### src/rtl/minimumf_reduce_pkg.sv
// Shared definitions for the minimumf reduction stage.
//   FP32_QNAN      canonical quiet NaN produced whenever a NaN enters fmin
//   EXP_W, MANT_W  IEEE-754 single-precision field widths
//   state_t        reduction FSM states
//   fp32_is_nan    exponent all-ones with a non-zero mantissa
package minf_pkg;

  localparam logic [31:0] FP32_QNAN = 32'h7FC0_0000;
  localparam int          EXP_W     = 8;
  localparam int          MANT_W    = 23;

  typedef enum logic [1:0] {
    EMPTY = 2'd0,  // no partial result held
    ACCUM = 2'd1,  // acc holds the running minimum
    DONE  = 2'd2   // result held, waiting for the downstream handshake
  } state_t;

  function automatic logic fp32_is_nan(input logic [31:0] v);
    return (v[MANT_W +: EXP_W] == '1) && (v[MANT_W-1:0] != '0);
  endfunction

endpackage

### src/rtl/minimumf_reduce_fp32_min_cmp.sv
// Combinational IEEE-754-2019 minimum of two fp32 values, no flush-to-zero.
//   a, b : operands
//   y    : minimum; canonical qNaN if either operand is NaN, a on equal bits
// Sign-magnitude ordering makes infinities, subnormals and -0 < +0 fall out
// of a plain compare on the low 31 bits once the sign cases are split.
module fp32_min_cmp
  import minf_pkg::*;
(
  input  logic [31:0] a,
  input  logic [31:0] b,
  output logic [31:0] y
);

  logic a_neg;
  logic b_neg;
  logic b_mag_lt;
  logic b_mag_gt;

  assign a_neg    = a[31];
  assign b_neg    = b[31];
  assign b_mag_lt = b[30:0] < a[30:0];
  assign b_mag_gt = b[30:0] > a[30:0];

  always_comb begin
    if (fp32_is_nan(a) || fp32_is_nan(b)) begin
      y = FP32_QNAN;
    end else if (a_neg != b_neg) begin
      y = a_neg ? a : b;
    end else if (!a_neg) begin
      // Both positive: smaller magnitude is the smaller value.
      y = b_mag_lt ? b : a;
    end else begin
      // Both negative: larger magnitude is the smaller value.
      y = b_mag_gt ? b : a;
    end
  end

endmodule

### src/rtl/minimumf_reduce.sv
// Streaming fp32 min-reduction with valid/ready handshakes on both sides.
// Consumes one element per cycle; each packet (closed by ins_last) yields one
// registered minimum and a saturating element count one cycle after the last
// element is accepted.
//   clk, rst                          clock, async active-low reset
//   ins, ins_last, ins_valid/ready    element stream
//   outs, outs_count, outs_valid/ready result stream
// DATA_TYPE must be 32 (IEEE-754 single).
module minimumf_reduce
  import minf_pkg::*;
#(
  parameter int DATA_TYPE   = 32,
  parameter int COUNT_WIDTH = 16
) (
  input  logic                   clk,
  input  logic                   rst,
  input  logic [DATA_TYPE-1:0]   ins,
  input  logic                   ins_last,
  input  logic                   ins_valid,
  output logic                   ins_ready,
  output logic [DATA_TYPE-1:0]   outs,
  output logic [COUNT_WIDTH-1:0] outs_count,
  output logic                   outs_valid,
  input  logic                   outs_ready
);

  state_t                 state_q, state_d;
  logic [DATA_TYPE-1:0]   acc_q, acc_d;
  logic [COUNT_WIDTH-1:0] count_q, count_d;
  logic [DATA_TYPE-1:0]   min_y;
  logic                   ins_fire;
  logic                   out_fire;

  fp32_min_cmp u_min (
    .a (acc_q),
    .b (ins),
    .y (min_y)
  );

  // A held result only blocks the input while downstream is stalling it.
  assign ins_ready = (state_q != DONE) || outs_ready;
  assign ins_fire  = ins_valid && ins_ready;
  assign out_fire  = outs_valid && outs_ready;

  assign outs_valid = (state_q == DONE);
  assign outs       = acc_q;
  assign outs_count = count_q;

  always_comb begin
    // NOTE: every signal written here gets a default first, so no path can
    // leave one unassigned and infer a latch.
    state_d = state_q;
    acc_d   = acc_q;
    count_d = count_q;
    unique case (state_q)
      EMPTY, DONE: begin
        // In DONE an accepted element implies outs_ready, so the result is
        // leaving this same cycle and the new packet starts without a bubble.
        if (ins_fire) begin
          acc_d   = ins;  // single-element packets pass through untouched
          count_d = COUNT_WIDTH'(1);
          state_d = ins_last ? DONE : ACCUM;
        end else if (state_q == DONE && out_fire) begin
          state_d = EMPTY;
        end
      end
      ACCUM: begin
        if (ins_fire) begin
          acc_d   = min_y;
          count_d = (count_q == '1) ? count_q : count_q + COUNT_WIDTH'(1);
          state_d = ins_last ? DONE : ACCUM;
        end
      end
      default: state_d = EMPTY;
    endcase
  end

  // NOTE: state registers use non-blocking assignments so every flop samples
  // the pre-edge values, independent of process ordering.
  always_ff @(posedge clk or negedge rst) begin
    if (!rst) begin
      state_q <= EMPTY;
      acc_q   <= '0;
      count_q <= '0;
    end else begin
      state_q <= state_d;
      acc_q   <= acc_d;
      count_q <= count_d;
    end
  end

endmodule

### config.mk
export PLATFORM = sky130hd
export DESIGN_NAME = minimumf_reduce
export DESIGN_NICKNAME = d
export VERILOG_FILES = /design/src/rtl/minimumf_reduce_pkg.sv /design/src/rtl/minimumf_reduce_fp32_min_cmp.sv /design/src/rtl/minimumf_reduce.sv
export SDC_FILE = /design/constraint.sdc
export NUM_CORES = 1
export LEC_CHECK = 0
export BUFFER_PORTS_ARGS = -buffer_cell sky130_fd_sc_hd__buf_2
export CORE_MARGIN = 3
export CORE_UTILIZATION = 45
export CTS_CLUSTER_DIAMETER = 50
export DETAILED_ROUTE_END_ITERATION = 8
export HOLD_SLACK_MARGIN = 0.08
export MAX_ROUTING_LAYER = met4
export PLACE_DENSITY = 0.75
export SYNTH_ARGS = -nofsm -noshare
export SYNTH_HDL_FRONTEND = slang
export SYNTH_SLANG_ARGS = --single-unit
### constraint.sdc
create_clock -name clk -period 6.3 [get_ports clk]
set_input_delay 1.575 -clock clk [delete_from_list [all_inputs] [get_ports clk]]
set_output_delay 1.575 -clock clk [all_outputs]
set_load 0.005 [all_outputs]
==> results.json <==
{
  "outcome": "finished clean",
  "fillers": 659,
  "dp_cells": 511,
  "placement.io_buffers": 86,
  "worst-setup-path-type": "in2reg",
  "synth_top_area_cell": "dfrtp_1",
  "synth_ff_type": "dfrtp_1",
  "cp.required_ns": 6.49,
  "grt_pass1_vias": 2851,
  "synthArstFlopShare": 1.00,
  "crit_end": "outs[12]",
  "hold_class": "reg2reg",
  "cts_inserted_buffers": 5,
  "power_mw": 1.01,
  "dieHeight_um": 91.1,
  "vias_per_cell": 5.54,
  "crit_fanout": 22,
  "postRouteAntennaNets": 0,
  "ff_latch_area_um2": 1250,
  "drc": 0,
  "cts_max_level": 2,
  "yosysWarnings": 0,
  "setup_viol": 0,
  "stdcell_count": 519,
  "end_kind": "flip-flop",
  "drive_above_1_share": 0.314,
  "die_area_um2": 8290,
  "cts_buffer_depth": 2,
  "arrival_ns": 4.17,
  "synth_nets": 404,
  "synth_compound_area_frac": 0.193,
  "clk_pin_slew_ns": 0.09,
  "crit_start": "ins[22]",
  "hold_viol_final": 0,
  "multiInputGateArea_um2": 1760,
  "dr.pass1.iters": 6,
  "clock-sinks": 50,
  "grt_pass1_wl_um": 13700,
  "core_area_um2": 6910,
  "tns_ns": 0,
  "routedWlPerCell_um": 15.9,
  "start_util": 0.471,
  "finalCritPeriodShare": 0.632,
  "final_max_slew_viol_count": 0,
  "yosys-top-cells-count": "dfrtp_1 (50), inv_1 (48), ha_1 (33)",
  "avgSynthCellArea_um2": 9.75,
  "clockRootBuffer": "clkbuf_8",
  "regToRegSetupSlack_ns": 3.23,
  "post-route-util": 0.557,
  "pre_cts_ws_ns": 2.02,
  "die_x_um": 91.1,
  "hpwl_um": 6270,
  "nets": 492,
  "worst-r2r-cell-count": 9,
  "max_freq_ghz": 0.251,
  "cts_setup_buffers": 0,
  "diodes": 0,
  "overflow": 0,
  "cp-start-kind": "primary input",
  "grt_max_degree": 51,
  "areaGrowthSynthToFinish_pct": 18.2,
  "antenna_found_initial": 0,
  "r2r_start": "outs[22]",
  "rows": 30,
  "synthCells": 334,
  "worstMarginPinSlew_ns": 0.930,
  "io_pins": 87,
  "synth_top_family_by_area": "compound AO/OA/AOI/OAI gates",
  "p_leak_nw": 1.92,
  "dr_total_vias": 2874,
  "synthAdderAreaFrac": 0.127,
  "grt.total_usage": 0.206,
  "ys_seq_area_frac": 0.384,
  "synth_mux_area_frac": 0,
  "fin_worst_skew_ns": 0.00642,
  "synth_top_area_frac": 0.384,
  "synth_edf_count": 0,
  "drv_cap": 0,
  "cts_tree": "built",
  "rsz0062_at_grt": "no",
  "hold_depth": 1,
  "drt_iter0_markers": 109,
  "synth.area.top_cells": "dfrtp_1 (38%), ha_1 (13%), inv_1 (5.5%)",
  "ys_ff_latch": 50,
  "synthSimpleGateAreaFrac": 0.186,
  "insertion_delay_ns": 0.30,
  "slew-limit-headroom": 0.378,
  "post_cts_resized": 0,
  "synth.most_common_cell": "dfrtp_1",
  "routabilityCongestion": 0.907,
  "finalWirelength_um": 8250,
  "r2r-end": "outs[12]",
  "period_needed_ns": 3.98,
  "synth_cell_types": 51,
  "hold_buffers": 0,
  "setup_ws_ns": 2.32,
  "power_density_nw_per_um2": 262,
  "vdd_drop_max_v": 0.000128,
  "synth-xor-area-share": 0.0350,
  "syn_area_um2": 3260
}
-- final cells by class --
class / count / area share
clock buffers: 7 / 0.0224
clock inverters: 1 / 0.00130
inverters: 48 / 0.0468
multi-input cells: 229 / 0.457
flip-flops and latches: 50 / 0.325
well taps: 96 / 0.0312
repair buffers: 88 / 0.116
-- cells in the final DEF (no fill, tap or decap), types with 3 or more instances in the layout --
master    Yosys  final
nand2b_1      3      3
ha_1         33     33
buf_2         0     86
nor3_1        5      5
and2b_2       3      3
a22o_2       17     17
nand2_1      15     15
inv_1        48     48
dfrtp_1      50     50
xor2_1        7      7
o221ai_1     10     10
a22o_1        5      5
nor2_1       27     27
xnor2_1       6      6
nor4_1       11     11
o21ai_0       6      6
and3_1        3      3
o21a_1        3      3
clkbuf_8      0      6
nand3_1      11     11
a21oi_1      17     17
nand4_1      15     15
-- sequential cells by signal (all words and copies together), names as in the netlist --
| register | count |
|---|---|
| outs_count | 16 |
| state_q | 2 |
| outs | 32 |
-- worst max-delay path, stage by stage --
cell	delay, ns
buf_2	0.12
ha_1	0.32
a21oi_1	0.14
o21ai_0	0.11
a221oi_1	0.36
o22a_2	0.25
a211o_1	0.13
nand3_1	0.64
a22o_2	0.53
-- cell families (layout without fill, tap and decap cells) --
| kind of cell | after synthesis | after routing |
|---|---|---|
| and+or+nand+nor | 107 | 107 |
| AOI/OAI and AO/OA | 76 | 76 |
| buffers and inverters | 55 | 144 |
| DFF | 50 | 50 |
| adders and majority gates | 33 | 33 |
| xor gates and xnor gates | 13 | 13 |
-- per-stage QoR --
stage | hold WS [ns] | instance area, um^2
2_1_floorplan | 0.493 | 3260
3_3_place_gp | 0.520 | 3760
3_5_place_dp | 0.522 | 3760
4_1_cts | 0.536 | 3850
5_1_grt | 0.582 | 3850
6_report | 0.532 | 3850
-- worst min path at each step --
stage,end,from
after floorplan,state_q[1],state_q[1]
after global placement,outs_count[0],outs_count[0]
after detailed placement,outs_count[0],outs_count[0]
after CTS,outs_count[0],outs_count[0]
after global routing,outs[18],outs[18]
final,outs_count[0],outs_count[0]
-- power by group --
group          switching [mW]  internal (mW)
clock                   0.108         0.0890
sequential             0.0601          0.376
combinational           0.202          0.174
-- layer usage --
| metal | GRT usage | up-vias | share of wire |
|---|---|---|---|
| li1 | - | 1393 | - |
| met1 | 0.267 | 1395 | 0.46 |
| met2 | 0.336 | 73 | 0.48 |
| met3 | 0.0298 | 13 | 0.041 |
| met4 | 0.0628 | 0 | 0.018 |
| met5 | - | - | 0 |
Power figures use the tool's default switching activity.
